===== config.mk =====
export PLATFORM = sky130hd
export DESIGN_NAME = fetch_unit
export DESIGN_NICKNAME = d
export VERILOG_FILES = /design/src/rtl/cpu_pkg.sv /design/src/rtl/fetch_fifo.sv /design/src/rtl/fetch_unit.sv
export SDC_FILE = /design/constraint.sdc
export NUM_CORES = 1
export LEC_CHECK = 0
export BUFFER_PORTS_ARGS = -buffer_cell sky130_fd_sc_hd__buf_2
export CAP_MARGIN = 20
export CORE_ASPECT_RATIO = 0.8
export CORE_UTILIZATION = 45
export DETAILED_ROUTE_END_ITERATION = 12
export PLACE_DENSITY = 0.73
export RECOVER_POWER = 25
export SYNTH_ARGS = -nofsm -noshare
export SYNTH_HDL_FRONTEND = slang
export SYNTH_SLANG_ARGS = --single-unit

===== constraint.sdc =====
create_clock -name clock -period 3.5 [get_ports clock]
set_input_delay 0.525 -clock clock [delete_from_list [all_inputs] [get_ports clock]]
set_output_delay 0.525 -clock clock [all_outputs]
set_load 0.05 [all_outputs]

===== src/rtl/cpu_pkg.sv =====
// Shared CPU definitions: bus widths, reset fetch address and the
// {pc, data} record carried through the fetch buffer.
package cpu_pkg;

  localparam int ADDR_W = 8;
  localparam int DATA_W = 8;

  localparam logic [ADDR_W-1:0] RESET_PC = 8'h00;

  typedef struct packed {
    logic [ADDR_W-1:0] pc;
    logic [DATA_W-1:0] data;
  } fetch_entry_t;

endpackage


===== src/rtl/fetch_fifo.sv =====
// Small synchronous FIFO of fetched program bytes. The head is read
// straight from the storage registers, so the output has no path from the write data.
module fetch_fifo
  import cpu_pkg::*;
#(
  parameter int DEPTH = 2,
  localparam int PTR_W = $clog2(DEPTH),
  localparam int CNT_W = $clog2(DEPTH + 1)
) (
  input  logic             clock,
  input  logic             reset,
  input  logic             push_i,
  input  logic             pop_i,
  input  logic             flush_i,
  input  fetch_entry_t     entry_i,
  output fetch_entry_t     head_o,
  output logic [CNT_W-1:0] count_o
);

  fetch_entry_t     mem_q [DEPTH];
  logic [PTR_W-1:0] rdPtr_q;
  logic [PTR_W-1:0] wrPtr_q;
  logic [CNT_W-1:0] count_q;

  // Flush keeps the stored bytes but empties the queue; they are never shown as valid again.
  always_ff @(posedge clock) begin
    if (reset) begin
      for (int i = 0; i < DEPTH; i++) begin
        mem_q[i] <= '0;
      end
      rdPtr_q <= '0;
      wrPtr_q <= '0;
      count_q <= '0;
    end else if (flush_i) begin
      rdPtr_q <= '0;
      wrPtr_q <= '0;
      count_q <= '0;
    end else begin
      if (push_i) begin
        mem_q[wrPtr_q] <= entry_i;
        wrPtr_q        <= wrPtr_q + 1'b1;
      end
      if (pop_i) begin
        rdPtr_q <= rdPtr_q + 1'b1;
      end
      case ({push_i, pop_i})
        2'b10:   count_q <= count_q + 1'b1;
        2'b01:   count_q <= count_q - 1'b1;
        default: count_q <= count_q;
      endcase
    end
  end

  assign head_o  = mem_q[rdPtr_q];
  assign count_o = count_q;

endmodule


===== src/rtl/fetch_unit.sv =====
// Instruction-fetch front end: drives the block ROM address, hides its
// one-cycle read latency and hands PC-tagged bytes to the core.
module fetch_unit
  import cpu_pkg::*;
#(
  parameter int DEPTH = 2
) (
  input  logic              clock,
  input  logic              reset,
  output logic [ADDR_W-1:0] rom_address,
  input  logic [DATA_W-1:0] rom_data,
  output logic              byte_valid,
  output logic [DATA_W-1:0] byte_data,
  output logic [ADDR_W-1:0] byte_pc,
  input  logic              byte_ready,
  input  logic              redirect,
  input  logic [ADDR_W-1:0] redirect_pc
);

  localparam int CNT_W = $clog2(DEPTH + 1);
  localparam logic [CNT_W:0] DepthLimit = (CNT_W + 1)'(DEPTH);

  logic [ADDR_W-1:0] romAddr_q, romAddr_d;
  logic [ADDR_W-1:0] inflightPc_q, inflightPc_d;
  logic              inflight_q, inflight_d;

  logic              pop;
  logic              push;
  logic              issue;
  logic [CNT_W:0]    occupancy;
  logic [CNT_W-1:0]  fifoCount;
  fetch_entry_t      pushEntry;
  fetch_entry_t      headEntry;

  assign pop       = byte_valid & byte_ready;
  assign push      = inflight_q & ~redirect;
  assign pushEntry = '{pc: inflightPc_q, data: rom_data};

  // The byte in flight already owns a buffer slot, so it counts toward the limit.
  always_comb begin
    occupancy = {1'b0, fifoCount} + {{CNT_W{1'b0}}, inflight_q} - {{CNT_W{1'b0}}, pop};
    issue     = ~redirect && (occupancy < DepthLimit);
  end

  always_comb begin
    romAddr_d    = romAddr_q;
    inflightPc_d = inflightPc_q;
    inflight_d   = 1'b0;
    if (redirect) begin
      romAddr_d = redirect_pc;
    end else if (issue) begin
      inflight_d   = 1'b1;
      inflightPc_d = romAddr_q;
      romAddr_d    = romAddr_q + 1'b1;
    end
  end

  always_ff @(posedge clock) begin
    if (reset) begin
      romAddr_q    <= RESET_PC;
      inflightPc_q <= RESET_PC;
      inflight_q   <= 1'b0;
    end else begin
      romAddr_q    <= romAddr_d;
      inflightPc_q <= inflightPc_d;
      inflight_q   <= inflight_d;
    end
  end

  fetch_fifo #(
    .DEPTH(DEPTH)
  ) u_fifo (
    .clock   (clock),
    .reset   (reset),
    .push_i  (push),
    .pop_i   (pop),
    .flush_i (redirect),
    .entry_i (pushEntry),
    .head_o  (headEntry),
    .count_o (fifoCount)
  );

  assign rom_address = romAddr_q;
  assign byte_valid  = (fifoCount != '0);
  assign byte_data   = headEntry.data;
  assign byte_pc     = headEntry.pc;

endmodule


==> results of run 1 <==
area by class of cell:
cell class                      count  area (um^2)  area share
Tap cell                           62        77.57     0.02763
Clock inverter                      2        38.79     0.01381
Timing Repair Buffer               46        220.2     0.07843
Multi-Input combinational cell    135        960.9      0.3422
Clock buffer                        6        82.58     0.02941
Sequential cell                    54         1401      0.4991
Inverter                            7        26.28    0.009358
power breakdown:
part / switching [uW] / internal, uW
Combinational: 120 / 50.1
Clock: 210 / 236
Sequential: 19.7 / 702
Total: 349 / 988
cell usage in the layout, fill, tap and decap left out, drive strengths merged, types with 2 or more instances in the layout:
cell,n
and2,34
or2,2
nor2b,2
nand3,3
ha,3
inv,8
a211oi,2
o21ai,9
o21a,4
mux2,16
nand4,3
nand2b,2
xnor2,9
edfxtp,32
xor2,3
buf,36
a21oi,13
dfxtp,22
nor2,3
and3,2
nand2,10
clkbuf,16
nor3,7
stage by stage:
step           total power [uW]  cells  area (um^2)  hold slack [ns]
2_1_floorplan             864.8    208         2437           0.4576
4_1_cts                    1348    312         2823           0.4747
3_3_place_gp              906.1    304         2701           0.4745
6_report                   1337    312         2808           0.4802
3_5_place_dp              909.5    304         2701           0.4795
5_1_grt                    1388    312         2808           0.4816
sequential cells by signal, indices dropped and copies added (netlist names), named ones only:
register        count
u_fifo.count_o      2
u_fifo.wrPtr_q      1
rom_address         8
u_fifo.rdPtr_q      1
u_fifo.mem_q       32
inflightPc_q        8
inflight_q          1
worst max-delay path: stages (launching register included):
cell      delay [ns]
dfxtp_1         0.38
or2_2           0.30
and2_1          0.20
ha_1            0.29
nand2b_1        0.16
fa_1            0.41
xnor2_2         0.30
nand2_2         0.22
or3_1           0.38
a311oi_1        0.24
layer usage:
metal  up-vias  GRT usage  routed length (um)
met5         -          0                   0
met4         0    0.07328                  45
met3         6    0.04463                 276
met2        58     0.2797                1929
met1       712     0.2175                2112
li1        810          -                   -
path summary, 6_finish.rpt:
| check | start | endpoint | slack, ns | cells past startpoint |
|---|---|---|---|---|
| hold / removal | redirect_pc[3] | rom_address[3] | 0.48 | 3 |
| setup reg to reg | u_fifo.count_o[1] | rom_address[4] | 0.52 | 9 |
| setup / recovery | u_fifo.count_o[1] | rom_address[4] | 0.52 | 9 |
| hold reg to reg | inflightPc_q[7] | inflightPc_q[7] | 0.49 | 2 |
logic make-up after synthesis:
kind of cell / after synthesis
compound gates: 31
xor+xnor: 12
flops: 54
simple gates: 72
mux: 16
fa+ha+maj: 4
buf+inv: 19
==> impl_metrics.yaml, run 1 <==
status:
  status: "finished, violations left"
  violations: "design-rule violations"
cts:
  cts_buffer_depth: 2
  ctsHoldBuffers: 0
  cts_tree: "yes"
  numCtsBuffers: 5
  cts_num_sinks: 54
  clkTransAtPathRegs_ns: 0.09
  h-tree-depth: 2
  clockRootBuffer: "clkbuf_8"
  ctsResizeCount: 0
  clkLatencyLatePin_ns: 0.31
  cts_setup_buffers: 0
logic_synthesis:
  synth_top_family_by_area: "simple AND/OR/NAND/NOR gates"
  avgSynthCellArea_um2: 11.72
  synth_cells: 208
  synthTopCellsByCount: "34 x and2_1, 32 x edfxtp_1, 22 x dfxtp_1, 16 x mux2_2, 13 x a21oi_1"
  yosys.area_share.adder: 0.02361
  synth_top_area_share: 0.3943
  synth_cell_types: 35
  synth_most_common_cell: "and2_1"
  synth_xor_area_frac: 0.04620
  synth-seq-cells: 54
  synth_edf_count: 32
  netlist_top_cells_area: "edfxtp_1 39%, dfxtp_1 18%, and2_1 8.7%, mux2_2 7.4%, xnor2_1 2.9%"
  ys.flop_type: "edfxtp_1"
  synth_compound_area_frac: 0.07392
  synth_fp_nets: 232
  yosysWarningCount: 0
  synth_top_cell_by_area: "edfxtp_1"
  synth-simple-area-share: 0.1766
  synthMuxAreaShare: 0.07392
  async_reset_ff_frac: 0
  synth_area_um2: 2437
  yosysSeqAreaShare: 0.5749
global_route:
  grt_max_degree: 28
  grt_overflow: 0
  first_global_vias: 1558
  track_usage: 0.1703
  grt_pass1_wl_um: 7286
  antenna_found_initial: 0
cells_and_area:
  final_nets: 273
  antenna_cells: 0
  nFillCells: 478
  drive_gt1_frac: 0.2640
  utilization: 0.5481
  area_growth_pct: 15.19
critical_path:
  crit_path_end_kind: "flip-flop"
  start_kind: "flip-flop"
  required_ns: 3.71
  arrival_ns: 3.19
  critical_path_class: "reg -> reg"
  path_max_fanout: 13
routing:
  vias: 1586
  drc: 10
  drt-total-wl_um: 4364
  vias_per_cell: 5.083
  ant_nets: 0
  drt-initial-drc-count: 58
  dr.pass1.iters: 8
  wl_per_cell_um: 13.99
floorplan:
  io_pins: 45
  core_area_um2: 5122
  die_x_um: 84.28
  initial_core_util: 0.4758
  die_h_um: 67.83
  die_area_um2: 5716
  row_count: 23
sta:
  slew_headroom: 0.2493
  worst_slack_ns: 0.5179
  min_period_over_period: 0.8520
  period_minus_slack_ns: 2.982
  rsz0062_at_grt: "no"
  tightestPinTransition_ns: 1.126
  tns_ns: 0
  finalSetupViolCount: 0
  final-max-slew-violation-count: 0
  fin_skew_ns: 0.01008
  fmax_mhz: 335.3
  hold_viol_final: 0
place:
  dp_slack_ns: 0.5297
  portBuffers: 44
  place.gp.congestion: 0.8815
  post-dp-hpwl_um: 2855
job:
  drv_cap: 0
min_path:
  hold_class: "in -> reg"
pwr:
  p_leak_uw: 0.001117
  peakVddDrop_mv: 0.1786
  power_density_nw_per_um2: 476.2
Note: power is estimated with default switching activity, not from simulation.
==> run 2: changes to the inputs <==
--- a/config.mk
+++ b/config.mk
@@ -5,9 +5,10 @@
 export SDC_FILE = /design/constraint.sdc
 export NUM_CORES = 1
 export LEC_CHECK = 0
-export BUFFER_PORTS_ARGS = -buffer_cell sky130_fd_sc_hd__buf_2
+export BUFFER_PORTS_ARGS = -buffer_cell sky130_fd_sc_hd__buf_4
 export CAP_MARGIN = 20
 export CORE_ASPECT_RATIO = 0.8
+export CORE_MARGIN = 5
 export CORE_UTILIZATION = 45
 export DETAILED_ROUTE_END_ITERATION = 12
 export PLACE_DENSITY = 0.73
==> constraint.sdc (replaced) <==
create_clock -name clock -period 3.31 [get_ports clock]
set_input_delay 0.4965 -clock clock [delete_from_list [all_inputs] [get_ports clock]]
set_output_delay 0.4965 -clock clock [all_outputs]
set_load 0.05 [all_outputs]
==> impl_metrics.yaml, run 2 (synthesis results as in run 1) <==
status:
  status: "complete, no violations"
sta:
  tns_ns: 0
  final-max-slew-violation-count: 0
  fmax_mhz: 331.0
  hold_viol_final: 0
  min_period_over_period: 0.9128
  finalSetupViolCount: 0
  slew_headroom: 0.3210
  tightestPinTransition_ns: 1.019
  rsz0062_at_grt: "no"
  period_minus_slack_ns: 3.021
  fin_skew_ns: 0.003786
pwr:
  p_leak_uw: 0.001129
  power_density_nw_per_um2: 462.1
  peakVddDrop_mv: 0.2172
critical_path:
  r2r_cells: 9
  slowest_stage: "fa_1"
  slowest_delay_ns: 0.41
  path_max_fanout: 13
  r2r-start: "u_fifo.count_o[1]"
  cp_num_cells: 9
  crit_buf_inv: 0
  start_kind: "flip-flop"
  arrival_ns: 3.24
  critical_path_class: "reg -> reg"
  regToRegEndpoint: "rom_address[4]"
  required_ns: 3.53
  crit_family: "simple AND/OR/NAND/NOR gates"
  rrSetupSlack_ns: 0.29
  cp_cell_sequence: "or2_2, and2_0, ha_1, nand2b_1, fa_1, xnor2_2, nand2_2, or3_1, a311oi_1"
  crit_path_end_kind: "flip-flop"
floorplan:
  row_count: 24
  core_area_um2: 5345
  io_pins: 45
  die_x_um: 92.28
  die_area_um2: 6997
  die_h_um: 75.83
  initial_core_util: 0.4560
routing:
  ant_nets: 0
  drt-total-wl_um: 4502
  drc: 0
  vias_per_cell: 5.152
  drt-initial-drc-count: 47
  dr.pass1.iters: 4
  wl_per_cell_um: 14.29
  vias: 1623
cts:
  numCtsBuffers: 5
  cts_tree: "yes"
  ctsHoldBuffers: 0
  clockRootBuffer: "clkbuf_8"
  cts_buffer_depth: 2
  cts_num_sinks: 54
  clkLatencyLatePin_ns: 0.31
  ctsResizeCount: 0
  h-tree-depth: 2
  cts_setup_buffers: 0
  clkTransAtPathRegs_ns: 0.09
global_route:
  grt_pass1_wl_um: 7665
  track_usage: 0.1411
  grt_max_degree: 28
  grt_overflow: 0
  antenna_found_initial: 0
  first_global_vias: 1636
cells_and_area:
  regArea_um2: 1401
  finalInstanceArea_um2: 2874
  largest_reg_flops: 32
  area_growth_pct: 17.92
  final_cell_mix: "41 x buf_4, 32 x edfxtp_1, 31 x and2_1"
  utilization: 0.5377
  top_register: "u_fifo.mem_q"
  drive_gt1_frac: 0.2760
  multiInputGateArea_um2: 949.7
  antenna_cells: 0
  final_nets: 273
  final_common_cell: "buf_4"
  nFillCells: 498
min_path:
  hold_class: "in -> reg"
  hold_start: "redirect_pc[1]"
  hold_depth: 3
  hold_end: "rom_address[1]"
place:
  place.gp.congestion: 0.7818
  portBuffers: 44
  post-dp-hpwl_um: 3097
  dpl_cell_area_um2: 2815
job:
  drv_cap: 0
==> run 2: final cells by class <==
cell class              count  area share
clock buffers               5     0.02394
clock inverters             3    0.006966
inverters                   7    0.009142
multi-input cells         135      0.3304
flip-flops and latches     54      0.4876
well taps                  65     0.02830
repair buffers             46      0.1136
==> run 2: stage by stage <==
step / std cells / power (uW) / setup WS [ns] / hold slack (ns)
CTS: 315 / 1342 / 0.3036 / 0.4552
global route: 315 / 1384 / 0.04034 / 0.4554
detailed placement: 307 / 981.9 / 0.3266 / 0.4765
floorplan: 208 / 914.4 / 0.4684 / 0.4576
finish: 315 / 1328 / 0.2887 / 0.4553
global placement: 307 / 978.4 / 0.4510 / 0.4669
==> run 2: tightest hold or removal path, delay by kind of cell <==
family,cells,cell delay (ns)
buffers and inverters,1,0.08
and+or+nand+nor,2,0.15
==> run 2: where the power goes <==
part | switching (uW) | total, uW | internal, uW
Combinational | 127 | 197 | 70.1
Clock | 218 | 367 | 149
Sequential | 21.5 | 764 | 742
==> run 2: worst max-delay path by stage <==
stage / from / end / slack, ns
after floorplan: u_fifo.count_o[1] / rom_address[4] / 0.47
after global placement: u_fifo.count_o[1] / rom_address[4] / 0.45
after detailed placement: u_fifo.count_o[1] / rom_address[4] / 0.33
after CTS: u_fifo.count_o[1] / rom_address[4] / 0.30
after global routing: u_fifo.count_o[1] / rom_address[4] / 0.04
final: u_fifo.count_o[1] / rom_address[4] / 0.29
==> run 2: routing by layer <==
layer | global-route usage | vias up | wire (um)
met5 | 0 | - | 0
met4 | 0.05437 | 0 | 66
met3 | 0.03949 | 7 | 254
met2 | 0.2290 | 42 | 2006
met1 | 0.1834 | 771 | 2174
li1 | - | 803 | -
==> run 3: changes to the inputs <==
==> constraint.sdc (replaced) <==
create_clock -name clock -period 3.7 [get_ports clock]
set_input_delay 0.555 -clock clock [delete_from_list [all_inputs] [get_ports clock]]
set_output_delay 0.555 -clock clock [all_outputs]
set_load 0.05 [all_outputs]
==> impl_metrics.yaml, run 3 (synthesis results as in run 1) <==
place:
  place.gp.congestion: 0.7813
  dp_slack_ns: 0.6986
  portBuffers: 44
  post-dp-hpwl_um: 3137
routing:
  dr.pass1.iters: 7
  ant_nets: 0
  vias_per_cell: 5.108
  drt-total-wl_um: 4601
  drt-initial-drc-count: 80
  vias: 1604
  wl_per_cell_um: 14.65
  drc: 0
floorplan:
  die_x_um: 92.28
  die_h_um: 75.83
  core_area_um2: 5345
  row_count: 24
  io_pins: 45
  die_area_um2: 6997
  initial_core_util: 0.4560
cells_and_area:
  final_nets: 272
  final_common_cell: "buf_4"
  drive_gt1_frac: 0.2570
  largest_reg_flops: 32
  final_cell_mix: "35 x buf_4, 33 x and2_1, 32 x edfxtp_1"
  area_growth_pct: 17.20
  antenna_cells: 0
  top_register: "u_fifo.mem_q"
critical_path:
  crit_path_end_kind: "flip-flop"
  cp_cell_sequence: "or2_2, and2_0, ha_1, nand2b_1, fa_1, xnor2_2, nand2_2, or3_1, a311oi_1"
  slowest_delay_ns: 0.41
  arrival_ns: 3.25
  start_kind: "flip-flop"
  required_ns: 3.93
  critical_path_class: "reg -> reg"
  slowest_stage: "fa_1"
  crit_buf_inv: 0
  path_max_fanout: 13
  crit_family: "simple AND/OR/NAND/NOR gates"
pwr:
  peakVddDrop_mv: 0.1281
  power_density_nw_per_um2: 413.8
  power_uw: 1182
  p_leak_uw: 0.001118
cts:
  cts_setup_buffers: 0
  h-tree-depth: 2
  cts_tree: "yes"
  clkLatencyLatePin_ns: 0.31
  numCtsBuffers: 5
  cts_buffer_depth: 2
  clockRootBuffer: "clkbuf_8"
  cts_num_sinks: 54
  ctsHoldBuffers: 0
  clkTransAtPathRegs_ns: 0.10
  ctsResizeCount: 0
sta:
  rsz0062_at_grt: "no"
  worst_slack_ns: 0.6773
  fin_skew_ns: 0.008228
  finalSetupViolCount: 0
  min_period_over_period: 0.8169
  fmax_mhz: 330.8
  slew_headroom: 0.3102
  period_minus_slack_ns: 3.023
  final-max-slew-violation-count: 0
  tns_ns: 0
  tightestPinTransition_ns: 1.035
  hold_viol_final: 0
global_route:
  antenna_found_initial: 0
  use_met2: 0.2468
  grt_overflow: 0
  first_global_vias: 1644
  grt_pass1_wl_um: 7838
  met1_usage: 0.1781
  grt_max_degree: 28
  use_met3: 0.04344
  top_usage_layer: "met2"
  track_usage: 0.1443
min_path:
  hold_class: "reg -> reg"
status:
  status: "complete, no violations"
job:
  drv_cap: 0
## run 3: cell count changes in the layout (fill, tap and decap cells not counted)
cell,delta
buf_4,-6
clkbuf_1,+6
and2_0,-2
and2_1,+2
clkinv_1,-1
clkinv_2,+1
clkinvlp_4,-1
nor3b_1,-1
nor3b_4,+1
## run 3: metal layers
layer	vias to the layer above	routed length, um
met2	47	2089
met3	7	275
met5	-	0
met1	741	2182
met4	0	54
li1	809	-
## run 3: per-stage QoR
stage	instances	hold slack (ns)	util	cell area, um^2
global route	314	0.5182	0.5344	2856
global placement	306	0.4667	0.5253	2808
finish	314	0.4961	0.5344	2856
detailed placement	306	0.4842	0.5253	2808
floorplan	208	0.4576	-	2437
CTS	314	0.4976	0.5414	2894
## run 3: worst paths after layout
| check | startpoint | end | slack (ns) | depth (start not counted) |
|---|---|---|---|---|
| worst max-delay path | u_fifo.count_o[1] | rom_address[4] | 0.68 | 9 |
| worst max register to register | u_fifo.count_o[1] | rom_address[4] | 0.68 | 9 |
| worst min-delay path | inflightPc_q[4] | inflightPc_q[4] | 0.50 | 2 |
| worst min register to register | inflightPc_q[4] | inflightPc_q[4] | 0.50 | 2 |
## run 3: power breakdown
group          switching [uW]  internal (uW)  leakage [uW]  total, uW
clock                     190            135     0.0000456        326
combinational             114           58.6      0.000559        173
sequential               19.3            664      0.000514        683
total                     324            858       0.00112       1180
## run 3: cell type report
type / count / area, um^2
fill: 486 / 2489
clock inverter: 2 / 13.76
tap: 65 / 81.33
inverter: 7 / 26.28
sequential: 54 / 1401
clock buffer: 6 / 72.57
multi-input combinational: 135 / 960.9
timing repair buffer: 45 / 300.3
## run 3: worst min-delay path, cell delays in order, from the launching register on
cell and delay [ns]:
dfxtp_1 0.32, o21ai_0 0.07, a21oi_1 0.07
